<file path="src/rtl/bsg_rx_pkg.sv">
// rtl/bsg_rx_pkg.sv - shared types and interval thresholds for the FM0 receive path
// Purpose: decoder state and interval-class enums, plus helpers that derive the
//          interval class bounds from the nominal half-symbol length.
package bsg_rx_pkg;

  typedef enum logic [1:0] {
    IDLE = 2'd0,
    RUN  = 2'd1,
    HALF = 2'd2
  } fm0_dec_state_e;

  typedef enum logic [1:0] {
    GLITCH = 2'd0,
    SHORT  = 2'd1,
    LONG   = 2'd2
  } interval_class_e;

  // Intervals below this are too short to be a half-symbol.
  function automatic int short_min(input int half_bit);
    return half_bit / 2;
  endfunction

  // Intervals from here up are a full symbol (an FM0 '1').
  function automatic int long_min(input int half_bit);
    return (3 * half_bit) / 2;
  endfunction

  // Quiet time that ends a frame.
  function automatic int timeout_cnt(input int half_bit);
    return (5 * half_bit) / 2;
  endfunction

endpackage

</file>
<file path="src/rtl/fm0_edge_timer.sv">
// rtl/fm0_edge_timer.sv - line synchronizer, edge detector and interval classifier
// Purpose: brings line_in into the clock domain, finds level changes and measures
//          the spacing between them with a saturating counter.
// Ports:
//   clk, rst_n  clock and asynchronous active-low reset
//   line_in     raw asynchronous line level
//   edge_o      one-cycle strobe per detected level change
//   cls_o       class of the interval that ended at edge_o
//   timeout_o   one-cycle strobe when the line has been quiet for a full timeout
// Optional: BSG_FM0_DEC_GLITCH_FILTER_EN inserts a 3-sample majority filter.
module fm0_edge_timer
  import bsg_rx_pkg::*;
#(
  parameter int HALF_BIT = 8,
  parameter int CNT_W    = 8
) (
  input  logic            clk,
  input  logic            rst_n,
  input  logic            line_in,
  output logic            edge_o,
  output interval_class_e cls_o,
  output logic            timeout_o
);

  localparam logic [CNT_W-1:0] SHORT_MIN = CNT_W'(short_min(HALF_BIT));
  localparam logic [CNT_W-1:0] LONG_MIN  = CNT_W'(long_min(HALF_BIT));
  // Strobe fires as the counter steps onto the timeout value, so only once per gap.
  localparam logic [CNT_W-1:0] TMO_PRE   = CNT_W'(timeout_cnt(HALF_BIT) - 1);
  localparam logic [CNT_W-1:0] CNT_ONE   = CNT_W'(1);
  localparam logic [CNT_W-1:0] CNT_MAX   = '1;

  logic            sync1_q, sync1_d;
  logic            sync2_q, sync2_d;
  logic            line_s;
  logic            level_q, level_d;
  logic            edge_q, edge_d;
  logic            timeout_q, timeout_d;
  logic [CNT_W-1:0] cnt_q, cnt_d;
  interval_class_e cls_q, cls_d;

  always_comb begin
    sync1_d = line_in;
    sync2_d = sync1_q;
  end

  always_ff @(posedge clk or negedge rst_n) begin
    if (!rst_n) begin
      sync1_q <= 1'b0;
      sync2_q <= 1'b0;
    end else begin
      sync1_q <= sync1_d;
      sync2_q <= sync2_d;
    end
  end

`ifdef BSG_FM0_DEC_GLITCH_FILTER_EN
  // Majority of the last three samples: a level must persist two clocks to pass.
  logic [1:0] hist_q, hist_d;
  logic       filt_q, filt_d;

  always_comb begin
    hist_d = {hist_q[0], sync2_q};
    filt_d = (sync2_q & hist_q[0]) | (sync2_q & hist_q[1]) | (hist_q[0] & hist_q[1]);
  end

  always_ff @(posedge clk or negedge rst_n) begin
    if (!rst_n) begin
      hist_q <= 2'b00;
      filt_q <= 1'b0;
    end else begin
      hist_q <= hist_d;
      filt_q <= filt_d;
    end
  end

  assign line_s = filt_q;
`else
  assign line_s = sync2_q;
`endif

  // cnt_q equals the number of clocks since the previous edge when the next one arrives.
  always_comb begin
    level_d   = line_s;
    edge_d    = line_s ^ level_q;
    timeout_d = 1'b0;
    cnt_d     = cnt_q;
    cls_d     = LONG;
    if (cnt_q < SHORT_MIN) begin
      cls_d = GLITCH;
    end else if (cnt_q < LONG_MIN) begin
      cls_d = SHORT;
    end
    if (edge_d) begin
      cnt_d = CNT_ONE;
    end else begin
      if (cnt_q != CNT_MAX) begin
        cnt_d = cnt_q + CNT_ONE;
      end
      timeout_d = (cnt_q == TMO_PRE);
    end
  end

  always_ff @(posedge clk or negedge rst_n) begin
    if (!rst_n) begin
      level_q   <= 1'b0;
      edge_q    <= 1'b0;
      timeout_q <= 1'b0;
      cnt_q     <= '0;
      cls_q     <= GLITCH;
    end else begin
      level_q   <= level_d;
      edge_q    <= edge_d;
      timeout_q <= timeout_d;
      cnt_q     <= cnt_d;
      cls_q     <= cls_d;
    end
  end

  assign edge_o    = edge_q;
  assign cls_o     = cls_q;
  assign timeout_o = timeout_q;

endmodule

</file>
<file path="src/rtl/fm0_decoder.sv">
// rtl/fm0_decoder.sv - FM0 line decoder producing DATA_WIDTH words on a valid/ready port
// Purpose: turns classified line intervals into bits (long = 1, two shorts = 0),
//          packs them MSB first and holds each word until the consumer takes it.
// Ports:
//   G_CLK_TX    block clock
//   rst         asynchronous active-low reset
//   enable      low holds the decoder idle
//   line_in     raw FM0 line level (asynchronous)
//   DATA_OUT    held decoded word
//   data_valid  DATA_OUT holds an unconsumed word
//   data_ready  consumer accepts the word
//   frame_end   pulse when the line goes quiet after a frame
//   code_err    pulse on an FM0 violation
//   overflow    pulse when a completed word is dropped
// Optional: BSG_FM0_DEC_GLITCH_FILTER_EN (majority filter in fm0_edge_timer).
module fm0_decoder
  import bsg_rx_pkg::*;
#(
  parameter int DATA_WIDTH = 8,
  parameter int HALF_BIT   = 8,
  parameter int CNT_W      = 8
) (
  input  logic                  G_CLK_TX,
  input  logic                  rst,
  input  logic                  enable,
  input  logic                  line_in,
  output logic [DATA_WIDTH-1:0] DATA_OUT,
  output logic                  data_valid,
  input  logic                  data_ready,
  output logic                  frame_end,
  output logic                  code_err,
  output logic                  overflow
);

  localparam int BCW = (DATA_WIDTH > 1) ? $clog2(DATA_WIDTH) : 1;
  localparam logic [BCW-1:0] BIT_LAST = BCW'(DATA_WIDTH - 1);
  localparam logic [BCW-1:0] BIT_ONE  = BCW'(1);

  logic            edge_s, tmo_s;
  interval_class_e cls_s;

  fm0_edge_timer #(
    .HALF_BIT (HALF_BIT),
    .CNT_W    (CNT_W)
  ) u_edge_timer (
    .clk       (G_CLK_TX),
    .rst_n     (rst),
    .line_in   (line_in),
    .edge_o    (edge_s),
    .cls_o     (cls_s),
    .timeout_o (tmo_s)
  );

  fm0_dec_state_e state_q, state_d;
  logic           shift_en, shift_bit, clear;
  logic           code_err_q, code_err_d;
  logic           frame_end_q, frame_end_d;

  always_ff @(posedge G_CLK_TX or negedge rst) begin
    if (!rst) begin
      state_q <= IDLE;
    end else begin
      state_q <= state_d;
    end
  end

  always_comb begin
    state_d = state_q;
    if (!enable) begin
      state_d = IDLE;
    end else begin
      case (state_q)
        IDLE: if (edge_s) state_d = RUN;
        RUN: begin
          if (edge_s) begin
            if (cls_s == SHORT) begin
              state_d = HALF;
            end else if (cls_s == GLITCH) begin
              state_d = IDLE;
            end
          end else if (tmo_s) begin
            state_d = IDLE;
          end
        end
        HALF: begin
          if (edge_s) begin
            state_d = (cls_s == SHORT) ? RUN : IDLE;
          end else if (tmo_s) begin
            state_d = IDLE;
          end
        end
        default: state_d = IDLE;
      endcase
    end
  end

  // clear is asserted whenever the FSM is or goes idle, discarding partial bits.
  always_comb begin
    shift_en    = 1'b0;
    shift_bit   = 1'b0;
    clear       = 1'b0;
    code_err_d  = 1'b0;
    frame_end_d = 1'b0;
    if (!enable) begin
      clear = 1'b1;
    end else begin
      case (state_q)
        IDLE: clear = 1'b1;
        RUN: begin
          if (edge_s) begin
            if (cls_s == LONG) begin
              shift_en  = 1'b1;
              shift_bit = 1'b1;
            end else if (cls_s == GLITCH) begin
              code_err_d = 1'b1;
              clear      = 1'b1;
            end
          end else if (tmo_s) begin
            frame_end_d = 1'b1;
            clear       = 1'b1;
          end
        end
        HALF: begin
          if (edge_s) begin
            if (cls_s == SHORT) begin
              shift_en = 1'b1;
            end else begin
              code_err_d = 1'b1;
              clear      = 1'b1;
            end
          end else if (tmo_s) begin
            code_err_d  = 1'b1;
            frame_end_d = 1'b1;
            clear       = 1'b1;
          end
        end
        default: clear = 1'b1;
      endcase
    end
  end

  // Only DATA_WIDTH-1 partial bits ever need storing; the last bit goes
  // straight into the holding register.
  logic [DATA_WIDTH-2:0] shift_q, shift_d;
  logic [BCW-1:0]        bitcnt_q, bitcnt_d;
  logic [DATA_WIDTH-1:0] next_word;
  logic                  word_done;
  logic [DATA_WIDTH-1:0] dout_q, dout_d;
  logic                  valid_q, valid_d;
  logic                  overflow_q, overflow_d;

  always_comb begin
    next_word = {shift_q, shift_bit};
    shift_d   = shift_q;
    bitcnt_d  = bitcnt_q;
    word_done = 1'b0;
    if (clear) begin
      shift_d  = '0;
      bitcnt_d = '0;
    end else if (shift_en) begin
      if (bitcnt_q == BIT_LAST) begin
        word_done = 1'b1;
        shift_d   = '0;
        bitcnt_d  = '0;
      end else begin
        shift_d  = next_word[DATA_WIDTH-2:0];
        bitcnt_d = bitcnt_q + BIT_ONE;
      end
    end
  end

  // A word arriving in the same cycle as a transfer replaces the outgoing one.
  always_comb begin
    dout_d     = dout_q;
    valid_d    = valid_q;
    overflow_d = 1'b0;
    if (valid_q && data_ready) begin
      valid_d = 1'b0;
    end
    if (word_done) begin
      if (!valid_q || data_ready) begin
        dout_d  = next_word;
        valid_d = 1'b1;
      end else begin
        overflow_d = 1'b1;
      end
    end
  end

  always_ff @(posedge G_CLK_TX or negedge rst) begin
    if (!rst) begin
      shift_q     <= '0;
      bitcnt_q    <= '0;
      dout_q      <= '0;
      valid_q     <= 1'b0;
      overflow_q  <= 1'b0;
      code_err_q  <= 1'b0;
      frame_end_q <= 1'b0;
    end else begin
      shift_q     <= shift_d;
      bitcnt_q    <= bitcnt_d;
      dout_q      <= dout_d;
      valid_q     <= valid_d;
      overflow_q  <= overflow_d;
      code_err_q  <= code_err_d;
      frame_end_q <= frame_end_d;
    end
  end

  assign DATA_OUT   = dout_q;
  assign data_valid = valid_q;
  assign overflow   = overflow_q;
  assign code_err   = code_err_q;
  assign frame_end  = frame_end_q;

endmodule

</file>
<file path="config.mk">
export PLATFORM = sky130hd
export DESIGN_NAME = fm0_decoder
export DESIGN_NICKNAME = d
export VERILOG_FILES = /design/src/rtl/bsg_rx_pkg.sv /design/src/rtl/fm0_edge_timer.sv /design/src/rtl/fm0_decoder.sv
export SDC_FILE = /design/constraint.sdc
export NUM_CORES = 1
export LEC_CHECK = 0
export ABC_AREA = 1
export CORE_UTILIZATION = 43
export CTS_CLUSTER_SIZE = 40
export DETAILED_ROUTE_END_ITERATION = 6
export GPL_ROUTABILITY_DRIVEN = 0
export MAX_ROUTING_LAYER = met4
export SLEW_MARGIN = 20
export SYNTH_ARGS = -nofsm -noshare
export SYNTH_HDL_FRONTEND = slang
export SYNTH_HIERARCHICAL = 1
export SYNTH_SLANG_ARGS = --single-unit
</file>
<file path="constraint.sdc">
create_clock -name G_CLK_TX -period 2.4 [get_ports G_CLK_TX]
set_clock_uncertainty 0.2 [all_clocks]
set_input_delay 0.48 -clock G_CLK_TX [delete_from_list [all_inputs] [get_ports G_CLK_TX]]
set_output_delay 0.48 -clock G_CLK_TX [all_outputs]
set_load 0.05 [all_outputs]
</file>
==> impl_metrics.py <==
metrics = {
    "cts": {
        "cts_tree": "yes",
        "cts_setup_buffers": 0,
        "cts_hold_buf": 1,
        "clk_pin_slew_ns": 0.07,
        "numCtsBuffers": 5,
        "htree_levels": 2,
        "clock_sinks": 39,
        "insertion_delay_ns": 0.29,
        "postCtsResizedCells": 0,
        "cts-root-buf": "clkbuf_8",
        "clock_path_buffers": 2,
    },
    "power": {
        "swShare": 0.274,
        "p_per_area_mw_per_mm2": 584,
        "pwr-share-comb": 0.133,
        "p_clk_frac": 0.321,
        "leakagePower_uw": 0.00114,
        "seq_power_share": 0.546,
        "p_int_uw": 953,
        "switching_power_uw": 360,
        "peakVddDrop_v": 0.000379,
    },
    "hold_path": {
        "hp-class": "reg -> reg",
        "hp-start": "u_edge_timer/sync1_q",
    },
    "yosys": {
        "postSynthCellCount": 217,
        "synth_edf_count": 0,
        "synth_cell_types": 28,
        "ys_warn_count": 6,
        "synth-seq-area-share": 0.505,
        "dominantRegCellSynth": "dfrtp_1",
        "yosys-top-cells-area": "dfrtp_1 50%, nand2_1 13%, nand3_1 7.5%",
        "syn_area_per_cell_um2": 8.91,
        "syn_area_mm2": 0.00193,
        "synth_seq_cells": 39,
        "syn_nets": 230,
        "synth_top_area_frac": 0.505,
        "synth_most_common_cell": "nand2_1",
        "synth_common_cells": "68 x nand2_1, 39 x dfrtp_1, 29 x nand3_1",
        "synth_area_leader_cell": "dfrtp_1",
        "synthArstFlopShare": 1.00,
    },
    "floorplan": {
        "pin_count": 17,
        "placementRows": 24,
        "die-area_mm2": 0.00477,
        "coreArea_mm2": 0.00432,
        "die_h_um": 69.1,
        "start_util": 0.447,
        "die_x_um": 69.1,
    },
    "setup_path": {
        "crit_fanout": 2,
        "cp_slowest_stage_delay_ns": 0.80,
        "critPathCaptureType": "primary output",
        "path_class": "reg -> out",
        "cp.buffers_inverters": 1,
        "startpoint_type": "register",
        "cp_data_arrival_time_ns": 1.45,
        "required_ns": 1.72,
        "r2r_start": "state_q[1]",
        "worstPathCellList": "clkdlybuf4s50_1",
        "startpoint": "DATA_OUT[1]",
        "crit_slowest_cell": "clkdlybuf4s50_1",
        "cp_top_family": "buffers and inverters",
    },
    "global_route": {
        "grt_pass1_wl_um": 5650,
        "grt_max_degree": 38,
        "grt_overflow_total": 0,
        "grt_pass1_vias": 1306,
        "antenna_found_initial": 0,
        "grt_use_total": 0.152,
    },
    "drt": {
        "drt_iter0_drc": 70,
        "avgViaCountPerCell": 4.71,
        "antenna_left": 0,
        "routedWlPerCell_um": 10.8,
        "drt_wl_total_um": 3170,
        "num_vias": 1381,
        "dr.pass1.iters": 4,
        "drc": 0,
    },
    "place": {
        "numPortBuffers": 16,
        "placed_cells": 284,
        "dp_hpwl_um": 2340,
    },
    "timing": {
        "setup_violations": 0,
        "slew_headroom": 0.669,
        "setup-tns-final_ns": 0,
        "period_share": 0.886,
        "hold_violations": 0,
        "max_freq_mhz": 470,
        "drv_slew": 0,
        "rsz0062_at_grt": "false",
        "tightest_slew_ns": 0.495,
        "min_period_ns": 2.13,
    },
    "cells_and_area": {
        "area_growth_pct": 16.4,
        "diodes": 0,
        "nets": 253,
        "drive_above_1_share": 0.133,
        "final_cells": 293,
        "fin_util": 0.520,
    },
    "status": {
        "status": "finished clean",
    },
    "job": {
        "max_cap_violations": 0,
    },
}
power by group through the flow:
stage	registers [uW]	logic (uW)	clock network [uW]
2_1_floorplan	722	133	0
3_3_place_gp	729	175	0
3_5_place_dp	730	176	0
4_1_cts	717	177	437
5_1_grt	719	199	465
6_report	717	175	422
final cells by class:
type | count | area (um2)
Clock inverter | 1 | 5.00
Clock buffer | 7 | 76.3
Sequential cell | 39 | 976
Multi-Input combinational cell | 154 | 860
Fill cell | 419 | 2070
Timing Repair Buffer | 18 | 185
Inverter | 22 | 82.6
Tap cell | 52 | 65.1
kinds of logic after synthesis:
family	synth area share
flip-flops	0.505
buffers and inverters	0.0505
AO/OA/AOI/OAI	0.0239
XOR/XNOR	0.0188
AND/OR/NAND/NOR	0.350
adder cells (fa/ha/maj)	0.0518
path summary, 6_finish.rpt:
kind	slack, ns	end	cells after the start
worst max-delay path	0.27	DATA_OUT[1]	1
max in group asynchronous	1.30	u_edge_timer/cnt_q[7]	3
min in group asynchronous	0.32	state_q[1]	2
worst min-delay path	0.15	u_edge_timer/level_d	0
worst max register to register	0.44	DATA_OUT[3]	9
worst min register to register	0.15	u_edge_timer/level_d	0
state kept, by name (all words and copies together) (netlist names):
signal,cells
u_edge_timer/cnt_q,8
overflow,1
u_edge_timer/timeout_o,1
u_edge_timer/cls_o,2
u_edge_timer/edge_o,1
shift_q,7
bitcnt_q,3
frame_end,1
DATA_OUT,8
code_err,1
u_edge_timer/level_q,1
u_edge_timer/sync1_q,1
u_edge_timer/level_d,1
state_q,2
data_valid,1
stage by stage:
stage / worst slack (ns) / area, um2 / total power, uW / hold WS [ns]
floorplan: 0.608 / 1930 / 855 / -0.0156
CTS: 0.254 / 2250 / 1330 / 0.151
global placement: 0.234 / 2160 / 904 / 0.0883
global route: 0.238 / 2250 / 1380 / 0.173
finish: 0.274 / 2250 / 1310 / 0.151
detailed placement: 0.201 / 2160 / 905 / 0.0873
layout by cell type, fill, tap and decap left out, drive strengths merged:
| master | Yosys | routed |
|---|---|---|
| a21oi | 3 | 3 |
| buf | 1 | 2 |
| clkbuf | 1 | 7 |
| clkdlybuf4s50 | 0 | 15 |
| clkinv | 0 | 1 |
| dfrtp | 39 | 39 |
| dlygate4sd3 | 0 | 1 |
| ha | 8 | 8 |
| inv | 22 | 22 |
| nand2 | 74 | 74 |
| nand3 | 32 | 32 |
| nand3b | 1 | 1 |
| nand4 | 5 | 5 |
| nor2 | 21 | 21 |
| nor3 | 1 | 1 |
| o21ai | 3 | 3 |
| o22ai | 2 | 2 |
| or2 | 2 | 2 |
| xnor2 | 2 | 2 |
layer usage:
metal	share of wire	global-route usage	vias up
met5	0	-	-
met4	0.020	0.0748	0
met3	0.038	0.0351	6
met2	0.45	0.227	24
met1	0.49	0.195	610
li1	-	-	741
No activity file was read; power rests on OpenSTA's default activity.
